## config.mk

```make
export PLATFORM = sky130hd
export DESIGN_NAME = ifu_prefetch
export DESIGN_NICKNAME = d
export VERILOG_FILES = /design/src/rtl/core101_pkg.sv /design/src/rtl/ifu_fifo.sv /design/src/rtl/ifu_prefetch.sv
export SDC_FILE = /design/constraint.sdc
export NUM_CORES = 1
export LEC_CHECK = 0
export ABC_AREA = 1
export CORE_MARGIN = 2
export CORE_UTILIZATION = 56
export DETAILED_ROUTE_END_ITERATION = 6
export PLACE_DENSITY_LB_ADDON = 0.05
export SYNTH_ARGS = -nofsm -noshare
export SYNTH_HDL_FRONTEND = slang
export SYNTH_SLANG_ARGS = --single-unit
```

## constraint.sdc

```tcl
create_clock -name clock_in -period 6.1 [get_ports clock_in]
set_input_delay 1.22 -clock clock_in [delete_from_list [all_inputs] [get_ports clock_in]]
set_output_delay 1.22 -clock clock_in [all_outputs]
set_load 0.1 [all_outputs]
```

## src/rtl/core101_pkg.sv

```systemverilog
// Shared Core101 fetch types and defaults.
package core101_pkg;

    localparam int XLEN_DEF = 32;
    localparam int ILEN_DEF = 32;
    localparam logic [31:0] RESET_VECTOR_DEF = 32'h0000_0000;
    localparam int PC_INC = 4;

    typedef enum logic [1:0] {
        IDLE  = 2'd0,
        FETCH = 2'd1,
        DRAIN = 2'd2
    } fetch_state_e;

endpackage

```

## src/rtl/ifu_fifo.sv

```systemverilog
// Synchronous prefetch FIFO; flush has priority over push and pop.
module ifu_fifo
    import core101_pkg::*;
#(
    parameter int WIDTH = 64,
    parameter int DEPTH = 4
) (
    input  logic                     clk,
    input  logic                     rst,
    input  logic                     push,
    input  logic                     pop,
    input  logic                     flush,
    input  logic [WIDTH-1:0]         wdata,
    output logic [WIDTH-1:0]         rdata,
    output logic [$clog2(DEPTH):0]   count,
    output logic                     full,
    output logic                     empty
);

    localparam int AW = $clog2(DEPTH);

    logic [WIDTH-1:0] mem [DEPTH];
    logic [AW-1:0]    wr_ptr;
    logic [AW-1:0]    rd_ptr;
    logic             do_push;
    logic             do_pop;

    assign full    = (count == (AW+1)'(DEPTH));
    assign empty   = (count == '0);
    assign do_push = push && !full;
    assign do_pop  = pop && !empty;
    assign rdata   = mem[rd_ptr];

    // Pointer and occupancy tracking; flush empties the FIFO in one cycle.
    always_ff @(posedge clk) begin
        if (rst || flush) begin
            wr_ptr <= '0;
            rd_ptr <= '0;
            count  <= '0;
        end else begin
            if (do_push) wr_ptr <= wr_ptr + AW'(1);
            if (do_pop)  rd_ptr <= rd_ptr + AW'(1);
            count <= count + (AW+1)'(do_push) - (AW+1)'(do_pop);
        end
    end

    // Entry storage is data only and carries no reset.
    always_ff @(posedge clk) begin
        if (do_push) mem[wr_ptr] <= wdata;
    end

endmodule

```

## src/rtl/ifu_prefetch.sv

```systemverilog
// Core101 instruction fetch unit: pipelined requests, prefetch FIFO, redirect flush.
module ifu_prefetch
    import core101_pkg::*;
#(
    parameter int XLEN = XLEN_DEF,
    parameter int ILEN = ILEN_DEF,
    parameter int DEPTH = 4,
    parameter int MAX_OUTSTANDING = 2,
    parameter logic [XLEN-1:0] RESET_VECTOR = XLEN'(RESET_VECTOR_DEF)
) (
    input  logic            clock_in,
    input  logic            reset_in,
    input  logic            redirect_valid_in,
    input  logic [XLEN-1:0] redirect_addr_in,
    output logic            ins_mem_req_out,
    output logic [XLEN-1:0] ins_mem_addr_out,
    input  logic            ins_mem_ack_in,
    input  logic            ins_mem_valid_in,
    input  logic [ILEN-1:0] ins_mem_data_in,
    output logic            ins_valid_out,
    output logic [ILEN-1:0] ins_data_out,
    output logic [XLEN-1:0] ins_pc_out,
    input  logic            ins_ready_in,
    output logic            protocol_err_out
);

    localparam int CW = $clog2(DEPTH) + 1;

    fetch_state_e    state_q, state_d;
    logic [XLEN-1:0] fetch_pc_q, fetch_pc_d;
    logic [XLEN-1:0] resp_pc_q, resp_pc_d;
    logic [CW-1:0]   outstanding_q, outstanding_d;
    logic [CW-1:0]   discard_q, discard_d;
    logic            err_q, err_d;

    logic [CW-1:0]   fifo_count;
    logic            fifo_full;
    logic            fifo_empty;
    logic [XLEN+ILEN-1:0] fifo_rdata;
    logic            push;
    logic            pop;
    logic            accept;
    logic            resp_ok;
    logic            redirect;
    logic [CW-1:0]   eff_out;
    logic [CW:0]     credit_sum;
    logic [XLEN-1:0] target;

    assign target     = redirect_addr_in & ~XLEN'(3);
    assign redirect   = redirect_valid_in && (state_q != IDLE);
    assign credit_sum = {1'b0, fifo_count} + {1'b0, outstanding_q};

    assign ins_mem_req_out  = (state_q == FETCH) &&
                              (outstanding_q < CW'(MAX_OUTSTANDING)) &&
                              (credit_sum < (CW+1)'(DEPTH));
    assign ins_mem_addr_out = fetch_pc_q;
    assign accept           = ins_mem_req_out && ins_mem_ack_in;
    // A response with nothing outstanding is a protocol error and never counts.
    assign resp_ok          = ins_mem_valid_in && (outstanding_q != '0);
    assign eff_out          = outstanding_q + CW'(accept) - CW'(resp_ok);

    // The credit rule already prevents push-on-full; the full gate only protects FIFO state.
    assign push = (state_q == FETCH) && resp_ok && !redirect && !fifo_full;
    assign pop  = !fifo_empty && ins_ready_in && !redirect;

    assign ins_valid_out    = !fifo_empty;
    assign ins_pc_out       = fifo_empty ? '0 : fifo_rdata[XLEN+ILEN-1:ILEN];
    assign ins_data_out     = fifo_empty ? '0 : fifo_rdata[ILEN-1:0];
    assign protocol_err_out = err_q;

    ifu_fifo #(
        .WIDTH (XLEN + ILEN),
        .DEPTH (DEPTH)
    ) u_fifo (
        .clk   (clock_in),
        .rst   (reset_in),
        .push  (push),
        .pop   (pop),
        .flush (redirect),
        .wdata ({resp_pc_q, ins_mem_data_in}),
        .rdata (fifo_rdata),
        .count (fifo_count),
        .full  (fifo_full),
        .empty (fifo_empty)
    );

    // Next-state and counter update; redirect overrides every other update.
    always_comb begin
        state_d       = state_q;
        fetch_pc_d    = fetch_pc_q;
        resp_pc_d     = resp_pc_q;
        outstanding_d = eff_out;
        discard_d     = discard_q;
        err_d         = err_q | (ins_mem_valid_in && (outstanding_q == '0));

        if (redirect) begin
            fetch_pc_d = target;
            resp_pc_d  = target;
            discard_d  = eff_out;
        end else begin
            if (accept) fetch_pc_d = fetch_pc_q + XLEN'(PC_INC);
            if (push)   resp_pc_d  = resp_pc_q + XLEN'(PC_INC);
            if ((state_q == DRAIN) && resp_ok && (discard_q != '0))
                discard_d = discard_q - CW'(1);
        end

        case (state_q)
            IDLE:    state_d = FETCH;
            FETCH:   if (redirect && (eff_out != '0)) state_d = DRAIN;
            DRAIN:   if (!redirect && (discard_d == '0)) state_d = FETCH;
            default: state_d = IDLE;
        endcase
    end

    // Control registers with synchronous reset.
    always_ff @(posedge clock_in) begin
        if (reset_in) begin
            state_q       <= IDLE;
            fetch_pc_q    <= RESET_VECTOR;
            resp_pc_q     <= RESET_VECTOR;
            outstanding_q <= '0;
            discard_q     <= '0;
            err_q         <= 1'b0;
        end else begin
            state_q       <= state_d;
            fetch_pc_q    <= fetch_pc_d;
            resp_pc_q     <= resp_pc_d;
            outstanding_q <= outstanding_d;
            discard_q     <= discard_d;
            err_q         <= err_d;
        end
    end

endmodule

```

Word-level counts from Yosys, hierarchy flattened

Memory sizes are Yosys's and may differ from the RTL's. A register that Yosys moved wholly into a read port is not among the register bits.
Index checks and enable logic that the tools add are counted.

Add/subtract/negate cells: 10
Magnitude comparators: 2
Eq/ne operators: 5
Mux-type cells: 15
Bitwise gates (word level): 1
Reductions and logical operators: 33

Operator list:

| kind                                                       | number |
|---|---|
| two-way mux 32 bit                                         | 6 |
| adder 32 x 3 -> 32 bit, second input constant              | 2 |
| logical AND 1 bit                                          | 17 |
| logical NOT 3 bit                                          | 3 |
| nonzero test 3 bit                                         | 3 |
| two-way mux 2 bit                                          | 4 |
| adder 3 x 1 -> 3 bit                                       | 2 |
| two-way mux 3 bit                                          | 2 |
| one-hot mux 2 bit (3 select lines)                         | 1 |
| nonzero test 2 bit                                         | 3 |
| subtractor 3 x 1 -> 3 bit                                  | 2 |
| adder 2 x 1 -> 2 bit, second input constant                | 2 |
| adder 3 x 3 -> 4 bit                                       | 1 |
| less-than comparator 4 x 3 -> 1 bit, second input constant | 1 |
| != test 2 x 1 -> 1 bit, second input constant              | 2 |
| equality test 3 bit, second input constant                 | 1 |
| logical NOT 1 bit                                          | 3 |
| less-than comparator 3 x 2 -> 1 bit, second input constant | 1 |
| subtractor 3 x 1 -> 3 bit, second input constant           | 1 |
| equality test 2 x 1 -> 1 bit, second input constant        | 1 |
| equality test 2 bit, second input constant                 | 1 |
| logical NOT 2 bit                                          | 1 |
| two-way mux 1 bit                                          | 2 |
| AND reduction 2 bit                                        | 1 |
| other kinds (3)                                            | 3 |

Register bits: 80
RAM bits: 256
Input port bits: 70
Output and inout port bits: 99
Word-level logic and storage cells: 78
Memories kept: 1

Memories:

| memory     | depth | bits a word | rd ports | clocked after Yosys merged registers in | write ports | RTL line       | RTL |
|---|---|---|---|---|---|---|---|
| u_fifo.mem | 4     | 64          | 1        | 1                                       | 1           | ifu_fifo.sv:22 | `logic [WIDTH-1:0] mem [DEPTH];` |

Depth between registers and ports, before layout

Depth after elaboration: 11
Mapped depth: 17

Modules after synthesis

A second synthesis with hierarchy kept.

Cells, all modules: 1612
Area, all modules: 15331.0 sq um

Modules (own cells, without submodules):

| module       | instances | cells an instance | area an instance (sq um) | seq. area each (sq um) |
|---|---|---|---|---|
| ifu_fifo     | 1         | 689               | 9984.6                   | 7867.5 |
| ifu_prefetch | 1         | 923               | 5346.4                   | 1381.3 |

Least setup slack after synthesis

No wires, ideal clock.

Kind: register to output
From: reg u_fifo.count[1]
To: out ins_mem_req_out
Data arrival time: 3.622 ns
Path slack: 1.258 ns
Cell stages (with the launch flop): 5
Buffers on the path: 0
Cell sequence: dfxtp_1 ha_1 nand3_1 nand2_1 nor4_1

Word-level cells in the longest chain between the ends: 3

RTL lines:

| what                                | RTL line           | RTL |
|---|---|---|
| start, declared                     | ifu_fifo.sv:15     | `output logic [$clog2(DEPTH):0] count,` |
| start signal, assigned              | ifu_fifo.sv:43     | `count <= count + (AW+1)'(do_push) - (AW+1)'(do_pop);` |
| adder 3 x 3 -> 4 bit                | ifu_prefetch.sv:51 | `assign credit_sum = {1'b0, fifo_count} + {1'b0, outstanding_q};` |
| less-than comparator 4 x 3 -> 1 bit | ifu_prefetch.sv:55 | `(credit_sum < (CW+1)'(DEPTH));` |
| logical AND 1 bit                   | ifu_prefetch.sv:54 | `(outstanding_q < CW'(MAX_OUTSTANDING)) &&` |
| end, declared                       | ifu_prefetch.sv:15 | `output logic ins_mem_req_out,` |

No other way between the ends.

==> summary.txt <==
Clocking
  – Root buffer selected by CTS: clkbuf_16
  – Clock transition time at the flip-flop clock pins of the worst setup and hold paths: 0.06 ns
  – Number of clock buffers inserted by TritonCTS: 34
  – Post-CTS Hold Buffers: 0
  – PostCTS Resize Cnt: 0
  – Clock tree from TritonCTS: done
  – Clock sink count: roughly 330
  – Post-CTS setup buffer count: 0
  – Clk Latency, worst-skew pair: 0.52 ns
  – Max H-tree Level: 2
  – Maximum count of clock buffers along a single path: 3

Logic synthesis
  – Adder-cell share of the synthesized area: 1.537%
  – Simple-gate share of the synthesized area: 19.18%
  – Number of distinct library cells after synthesis: 42
  – Complex-gate fraction of the synthesized area: 11.65%
  – Dominant combinational cell family by area after synthesis: simple AND/OR/NAND/NOR gates
  – Post-Syn Area: 14810 µm²
  – Warning count from the yosys run: 0
  – Fraction of synthesized cell area in xor and xnor cells: under 10%
  – Share of the yosys chip area belonging to registers: 60.82%
  – FF+latch count, synth: about 330
  – Cell count after synthesis: 1588
  – Avg Cell Area, Syn: just over 9 µm²
  – Mux cell area share after synthesis: 0%

Die
  – Die outline height: 166.6 µm
  – Number of placed I/O pins: approximately 170
  – Die area: 27770 µm²
  – FP Rows: 59
  – Std-Cell Core Area: 25980 µm²
  – Initial core utilization: 57.00%
  – Die X-Extent: 166.6 µm

Placement
  – Port Buf Inserts: 162
  – Worst setup timing slack at the placement stage: 1.569 ns
  – Half-perimeter wire length of the detailed placement result: between 20 and 25 mm
  – Last weighted congestion value of the routability-driven placer: ~0.92

Setup path
  – Required time of the worst setup path: 4.88 ns
  – Setup crit start kind: register
  – Slowest stage cell on the critical path: clkdlybuf4s50_1
  – Critical Path, Cell by Cell: buf_4 > nor2_1 > nor2_1 > o21ai_0 > a21oi_1 > clkdlybuf4s50_1
  – Largest driver fanout on the critical path: 67
  – Critical Path End Type: output pin
  – Total number of cells along the worst setup path: 6
  – Slowest cell delay on critical path: 1.17 ns
  – Data arrival at the endpoint of the critical path: 3.77 ns
  – Crit-path most repeated cell: nor2_1
  – Start-to-end type of the worst setup path: reg -> out
  – Logic depth of the worst register-to-register path: 13
  – Worst reg2reg setup slack: 2.75 ns
  – Cell family with the largest share of critical-path delay: buffers and inverters
  – Count of buffer and inverter cells on the critical path: 2

Global route
  – Wire length of the first global-routing pass: 55.52 mm
  – Largest net degree at the start of global routing: 78
  – Total global routing track utilization: 24.86%
  – Initial antenna violation count: 0
  – Global-route congestion overflow total: 0
  – Number of global-route vias before repair: 11060

Routing
  – Post-DRT Antenna Nets: 0
  – DR vias: 11470
  – Ratio of routed vias to standard cells: 5.501
  – Detail-routed net length per standard cell: 16.72 µm
  – Number of detailed-route iterations in the first pass: 6
  – Remaining routing DRC violations: 0
  – Number of DRC markers after the initial detailed-route iteration: 998
  – Post-detailed-routing wire length: 34.84 mm

STA
  – Max Clock Freq: 200.2 MHz
  – Clock Skews: between 0.02 and 0.025 ns
  – Crit share post-route: 81.87%
  – RSZ-0062 raised after global routing: no
  – Minimum clock period after layout: 4.994 ns
  – Count of final max-slew check failures: 0
  – Setup violators final: 0
  – Final Hold Fails: 0
  – Setup TNS: 0 ns
  – Final WS setup: between 1 and 1.5 ns
  – Worst Max-Slew Pin Slew: 1.056 ns
  – Max_slew headroom: between 20% and 30%

Pwr
  – Share of total power in sequential cells: 31.0%
  – Switching share of power: 49.04%
  – Net switching component of the power: ~4.7 mW
  – Power per standard cell area: 538.9 nW/µm²
  – Comb pwr share: 47.5%
  – Power share of the clock group: a little over a fifth
  – Internal: 4.885 mW
  – Worst supply voltage drop on vdd: 0.3832 mV
  – Leakage power of the design: 6.470 nW

Finish
  – Count of antenna diodes in the layout: 0
  – Layout cells sized above 1: 6.289%
  – Filler Cells Inserted: around 2000
  – Area growth, synth to finish: 20.11%
  – Net total in the final layout: 1810
  – Most frequent standard cell in the layout excluding fill and tap cells: nor2_1
  – Commonest cells after routing, fill and taps aside: nor2_1 (338), edfxtp_1 (248), nand2_1 (216)

Run status
  – Run status: finished clean

Worst hold path
  – Number of cells traversed by the worst hold path: 2
  – Worst min path class: reg -> reg

Job
  – Max-cap check violation count: 0
[final timing paths]
| kind | start | to |
|---|---|---|
| worst max-delay path | register | ins_pc_out[9] |
| worst min-delay path | protocol_err_out | protocol_err_out |
| worst max register to register | u_fifo.count[1] | state_q[0] |
| worst min register to register | protocol_err_out | protocol_err_out |
[cells by family (layout without fill, tap and decap cells)]
| family | count (synthesis) | in the layout |
|---|---|---|
| DFF | 326 | 326 |
| AOI/OAI and AO/OA | 334 | 334 |
| buffers and inverters | 205 | 363 |
| and+or+nand+nor | 685 | 685 |
| adders and majority gates | 17 | 17 |
| xor gates and xnor gates | 20 | 20 |
| other | 1 | 4 |
[synthesized netlist by cell type, drive strengths merged]
cell type / n / area share, %
nor3: 26 / 1.1
dfxtp: 78 / 11
or2: 4 / 0.17
fa: 2 / 0.27
nor4: 2 / 0.084
o22ai: 1 / 0.042
o31ai: 1 / 0.051
and2: 1 / 0.059
a31oi: 11 / 0.46
xnor2: 6 / 0.35
a21boi: 1 / 0.051
nand3b: 7 / 0.35
nand3: 62 / 2.2
ha: 15 / 1.3
conb: 1 / 0.025
inv: 126 / 3.2
nor2: 353 / 9.2
o211ai: 8 / 0.41
clkbuf: 44 / 1.1
nand4: 9 / 0.38
xor2: 14 / 0.83
a21o: 1 / 0.051
a21oi: 110 / 3.7
edfxtp: 248 / 50
o21a: 3 / 0.15
nand2: 220 / 5.6
and3: 1 / 0.042
o21ai: 198 / 6.7
buf: 35 / 1.3
[state kept, by name, indices dropped and copies added, names as in the netlist, named ones only]
name and count:
discard_q 3, ins_mem_addr_out 30, outstanding_q 3, protocol_err_out 1
resp_pc_q 30, state_q 2, u_fifo.count 3, u_fifo.mem 248
u_fifo.rd_ptr 2, u_fifo.wr_ptr 2
[layout make-up]
| cell class | instances | area [µm²] | area share, % |
|---|---|---|---|
| inverter | 126 | 473.0 | 2.659 |
| sequential | 326 | 9014 | 50.67 |
| clock buffer | 38 | 875.8 | 4.923 |
| tap | 335 | 419.2 | 2.356 |
| multi-input combinational | 1060 | 5029 | 28.27 |
| timing repair buffer | 175 | 1732 | 9.734 |
| clock inverter | 24 | 247.7 | 1.393 |
[tightest hold or removal path, cell delays in order, from the launching register on]
cell and delay, ns:
dfxtp_1 0.31, inv_1 0.05, a21oi_1 0.06
[power by group through the flow]
stage	logic [mW]	registers, mW	clock network, mW
after CTS	4.57	2.97	2.09
after global routing	4.81	3.01	2.19
after global placement	4.52	3.00	0
after floorplan	3.05	3.40	0
after detailed placement	4.56	3.01	0
final	4.55	2.97	2.06
[routing by layer]
metal	routed length [µm]	global-route usage, %
met3	1936	3.279
met5	0	0
met2	16790	41.84
met1	14920	32.79
met4	1203	10.23
[metrics by stage]
stage,hold slack [ns],total power [mW],cell area (µm²),cells,util (%)
finish,0.4560,9.587,17790,2084,68.46
global route,0.4788,10.01,17790,2084,68.46
CTS,0.4580,9.632,17790,2084,68.46
detailed placement,0.4458,7.566,16670,2022,64.14
global placement,0.4393,7.523,16670,2022,64.14
floorplan,0.4565,6.450,14820,1591,-
Power figures use the tool's default switching activity.
